[src/rtl/pixel_threshold.sv]
// Streaming binarizer: thresholds each grayscale pixel and emits one registered
// binary pixel per clock, with frame position and per-frame foreground count.
module pixel_threshold #(
  parameter int DATA_W       = 8,
  parameter int FRAME_PIXELS = 4096,
  parameter int CNT_W        = 13
) (
  input  logic              clk,
  input  logic              rst_n,
  input  logic [DATA_W-1:0] pixel_in,
  input  logic [DATA_W-1:0] threshold,
  input  logic              pixel_valid,
  input  logic              invert,
  output logic              binary_out,
  output logic              binary_valid,
  output logic              frame_done,
  output logic [CNT_W-1:0]  ones_count,
  output logic [CNT_W-1:0]  pixel_index
);

  localparam logic [CNT_W-1:0] LAST_POS = CNT_W'(FRAME_PIXELS - 1);

  logic             w_raw;
  logic             w_result;
  logic             w_last;
  logic [CNT_W-1:0] w_accNext;

  logic             r_binary;
  logic             r_valid;
  logic             r_frameDone;
  logic [CNT_W-1:0] r_ones;
  logic [CNT_W-1:0] r_index;
  logic [CNT_W-1:0] r_pos;
  logic [CNT_W-1:0] r_acc;

  // Equality counts as background; invert flips the foreground polarity.
  assign w_raw     = (pixel_in > threshold);
  assign w_result  = w_raw ^ invert;
  assign w_last    = (r_pos == LAST_POS);
  assign w_accNext = r_acc + CNT_W'(w_result);

  always_ff @(posedge clk or negedge rst_n) begin
    if (!rst_n) begin
      r_binary    <= 1'b0;
      r_valid     <= 1'b0;
      r_frameDone <= 1'b0;
      r_ones      <= '0;
      r_index     <= '0;
      r_pos       <= '0;
      r_acc       <= '0;
    end else begin
      r_valid     <= pixel_valid;
      r_frameDone <= 1'b0;
      if (pixel_valid) begin
        r_binary <= w_result;
        r_index  <= r_pos;
        // The last pixel of a frame is folded into the published count.
        if (w_last) begin
          r_pos       <= '0;
          r_acc       <= '0;
          r_ones      <= w_accNext;
          r_frameDone <= 1'b1;
        end else begin
          r_pos <= r_pos + CNT_W'(1);
          r_acc <= w_accNext;
        end
      end
    end
  end

  assign binary_out   = r_binary;
  assign binary_valid = r_valid;
  assign frame_done   = r_frameDone;
  assign ones_count   = r_ones;
  assign pixel_index  = r_index;

endmodule

[config.mk]
export PLATFORM = sky130hd
export DESIGN_NAME = pixel_threshold
export DESIGN_NICKNAME = d
export VERILOG_FILES = /design/src/rtl/pixel_threshold.sv
export SDC_FILE = /design/constraint.sdc
export NUM_CORES = 1
export LEC_CHECK = 0
export ABC_AREA = 1
export CAP_MARGIN = 5
export CORE_MARGIN = 1.5
export CORE_UTILIZATION = 23
export CTS_CLUSTER_SIZE = 16
export DETAILED_ROUTE_END_ITERATION = 10
export PLACE_DENSITY_LB_ADDON = 0.25
export SLEW_MARGIN = 20
export SYNTH_ARGS = -nofsm -noshare
export SYNTH_HDL_FRONTEND = slang
export SYNTH_SLANG_ARGS = --single-unit
export TNS_END_PERCENT = 100
[constraint.sdc]
create_clock -name clk -period 1.85 [get_ports clk]
set_input_delay 0.2775 -clock clk [delete_from_list [all_inputs] [get_ports clk]]
set_output_delay 0.2775 -clock clk [all_outputs]
set_load 0.05 [all_outputs]
==> impl_results.md <==
* Run status: finished, violations left
* Failing checks: setup timing
* CTS Buffer Depth at 2
* Final antenna diode count at 0
* Worst path cell trace: buf_8, inv_12, ha_4, nand2_2, inv_2, nand2_1, nand2_1, nand2_1, nand2_2, nand2_1, nand2_1, and2_4, ha_4, ha_4, nand3_4, nor2_4, nand3_4, nor2_4, nand2_1, nand2_1, nand2_1, nand2_1, nand2_1
* Leak at 1.90 nW
* Drt first pass iters at 4
* TritonCTS clock tree: yes
* GRT overflow at 0
* CP Data Required Time at 2.02 ns
* Number of global-route vias before repair at 2,224
* Unique masters post-synth at 28
* Reg-to-reg critical path startpoint: r_pos[0]
* Post-Place Cells at 516
* Fmax at 0.483 GHz
* Largest net degree at the start of global routing at 56
* Rel. slew slack at 66.8%
* Avg Inst Size Synth at 8.50 sq um
* Port bufs at 48
* Critical Path Most Common Cell: nand2_1
* Clock sinks at 55
* Netlist Area Pre-Place at 0.00270 sq mm
* Critical Path End Type: register
* Worst hold path cell count at 2
* Hold EP: ones_count[11]
* Yosys Warn Count at 0
* Hold Crit Start: ones_count[11]
* H-tree depth at 2
* TritonCTS Buffers at 5
* Power Dens Cells at 1030 mW/mm^2
* Post-Syn Nets at 349
* Min cycle time layout at 2.07 ns
* Starting Density at 23.7%
* Setup ws final at -0.221 ns
* CP max stage delay at 0.25 ns
* DPL Wire Length at 4.48 mm
* Reg2reg setup slack at 0.29 ns
* Post-synthesis register bit count at 55
* Worst Path Max Fanout at 3
* WL final at 6.23 mm
* Final hold viol count at 0
* Die Ht at 111 microns
* First-pass GRT wire length at 10.7 mm
* Routed len/inst at 11.5 microns
* Share of layout cells above drive strength 1 at 29.7%
* Boundary Pins at 49
* Initial DRC count at 177
* Reg-to-Reg End: r_acc[2]
* CORE AREA at 0.0114 sq mm
* Clk slew on worst S/H paths at 0.06 ns
* Crit share post-route at 112%
* Setup Skew at 0.0120 ns
* GRT Overall Usage at 10.4%
* Reg2reg path depth at 7
* DIE AREA at 0.0124 sq mm
* Die W at 111 microns
* Fin. max-slew vios at 0
* Routed Antenna Nets at 0
* Final net count at 427
* Syn Inst Count at 318
* Vias per cell at 4.16
* Drt drc at 0
* Critical Path Source Type: input pin
* GP Congestion at 0.807
* Row Count at 39
* Final cell count without fillers at 540
* Seq/Total Area, Yosys at 50.9%
* Initial antenna violation count at 0
* Worst slew pin tran at 0.496 ns
* Worst-Skew Late Latency at 0.29 ns
* Root Buffer: clkbuf_16
* WP buf/inv at 3
* # setup viols final at 20
* Slowest cell on crit path: ha_4
* Critical path's top delay family: simple AND/OR/NAND/NOR gates
* Synth-to-layout area growth at 47.1%
* Post-synth EDFFs at 0
* Vias at 2,244
* Number of max-cap violations at 0
* FFs w/ async S/R, synth at 100%
* Peak VDD IR at 401 uV
* RSZ-0062 raised after global routing: true
* WS Path Type: input pin to register
* Top_reg_cell synth: dfrtp_1
* HP Class: register to register
* Worst EP arrival at 2.24 ns
* TNS Setup at -2.34 ns
## routing by layer
metal	vias up	track usage, %	wire (microns)
met5	-	0	0
met4	0	2.78	58
met3	5	2.34	186
li1	1150	-	-
met2	23	17.5	3070
met1	1066	13.6	2910
## tightest hold or removal path, delay by kind of cell (launching register included)
kind	cells	cell delay, ns
DFF	1	0.34
and+or+nand+nor	2	0.10
## worst max-delay path by stage
stage	from	endpoint	slack, ns	cells after the start
after floorplan	threshold[3]	ones_count[12]	-0.36	22
after global placement	threshold[3]	ones_count[12]	-1.14	23
after detailed placement	threshold[3]	r_acc[10]	-1.18	21
after CTS	threshold[3]	ones_count[10]	-0.20	21
after global routing	threshold[3]	ones_count[12]	-0.38	23
final	threshold[3]	ones_count[12]	-0.22	23
## state kept, by name, summed over array words and instances, names as in the netlist
signal / flops
binary_out: 1
binary_valid: 1
frame_done: 1
ones_count: 13
pixel_index: 13
r_acc: 13
r_pos: 13
## layout make-up
type	count	area [sq um]
fillers	1196	7440
flip-flops and latches	55	1380
multi-input cells	210	1370
repair buffers	78	706
inverters	46	203
well taps	143	179
clock buffers	5	125
clock inverters	3	18.8
## kinds of logic after synthesis
kind of cell / after synthesis / share of synthesized area [%]
DFF: 55 / 50.9
xor gates and xnor gates: 12 / 3.89
muxes: 1 / 0.370
and+or+nand+nor: 147 / 24.6
adders and majority gates: 11 / 5.09
buffers and inverters: 53 / 7.64
AOI/OAI and AO/OA: 39 / 7.54
## cells in the final DEF (no fill, tap or decap), types with 3 or more instances in the layout
cell type,count
a21oi_1,4
buf_2,7
buf_4,31
buf_6,18
clkbuf_16,5
clkdlybuf4s50_1,19
dfrtp_1,55
ha_4,9
inv_1,35
inv_2,4
inv_4,5
nand2_1,89
nand2_2,6
nand2_4,3
nand3_1,5
nand3_4,3
nand4_1,5
nor2_1,15
nor2_4,6
nor3_1,8
o21ai_0,17
o21ai_1,12
o22ai_1,3
xor2_1,4
xor2_2,6
## cell usage after synthesis, drive strengths merged (4+ instances only)
master  instances  area share (%)
nand2          98              14
a21oi           5            0.93
nand4           5             1.2
nand3          10             2.2
buf             4            0.83
nor2           22             4.2
nor3            9             1.9
dfrtp          55              51
inv            46             6.4
o21ai          29             5.4
xor2           10             3.2
ha             11             5.1
## power by group
part / total, W / internal (W) / switching [W]
logic: 0.00148 / 0.000550 / 0.000931
registers: 0.00170 / 0.00146 / 0.000236
clock network: 0.000937 / 0.000503 / 0.000434
total: 0.00412 / 0.00251 / 0.00160
## per-stage QoR
| stage | total power (W) | hold WS, ns | util, % | setup slack (ns) | cell area (sq um) |
|---|---|---|---|---|---|
| 6_report | 0.00412 | 0.478 | 34.8 | -0.221 | 3980 |
| 5_1_grt | 0.00439 | 0.504 | 34.8 | -0.380 | 3980 |
| 3_5_place_dp | 0.00307 | 0.310 | 31.0 | -1.18 | 3530 |
| 4_1_cts | 0.00411 | 0.486 | 33.8 | -0.205 | 3860 |
| 3_3_place_gp | 0.00305 | 0.307 | 31.0 | -1.14 | 3530 |
| 2_1_floorplan | 0.00259 | -0.0181 | - | -0.362 | 2830 |
## what timing repair did
action | in CTS | in global routing
hold endpoints to repair | 44 | 0
buffers inserted | 12 | 5
pin swaps | 33 | 11
resized for setup | 100 | 21
hold buffers | 1 | 0
endpoints found under the setup margin | 26 | 23
Power figures use the tool's default switching activity.
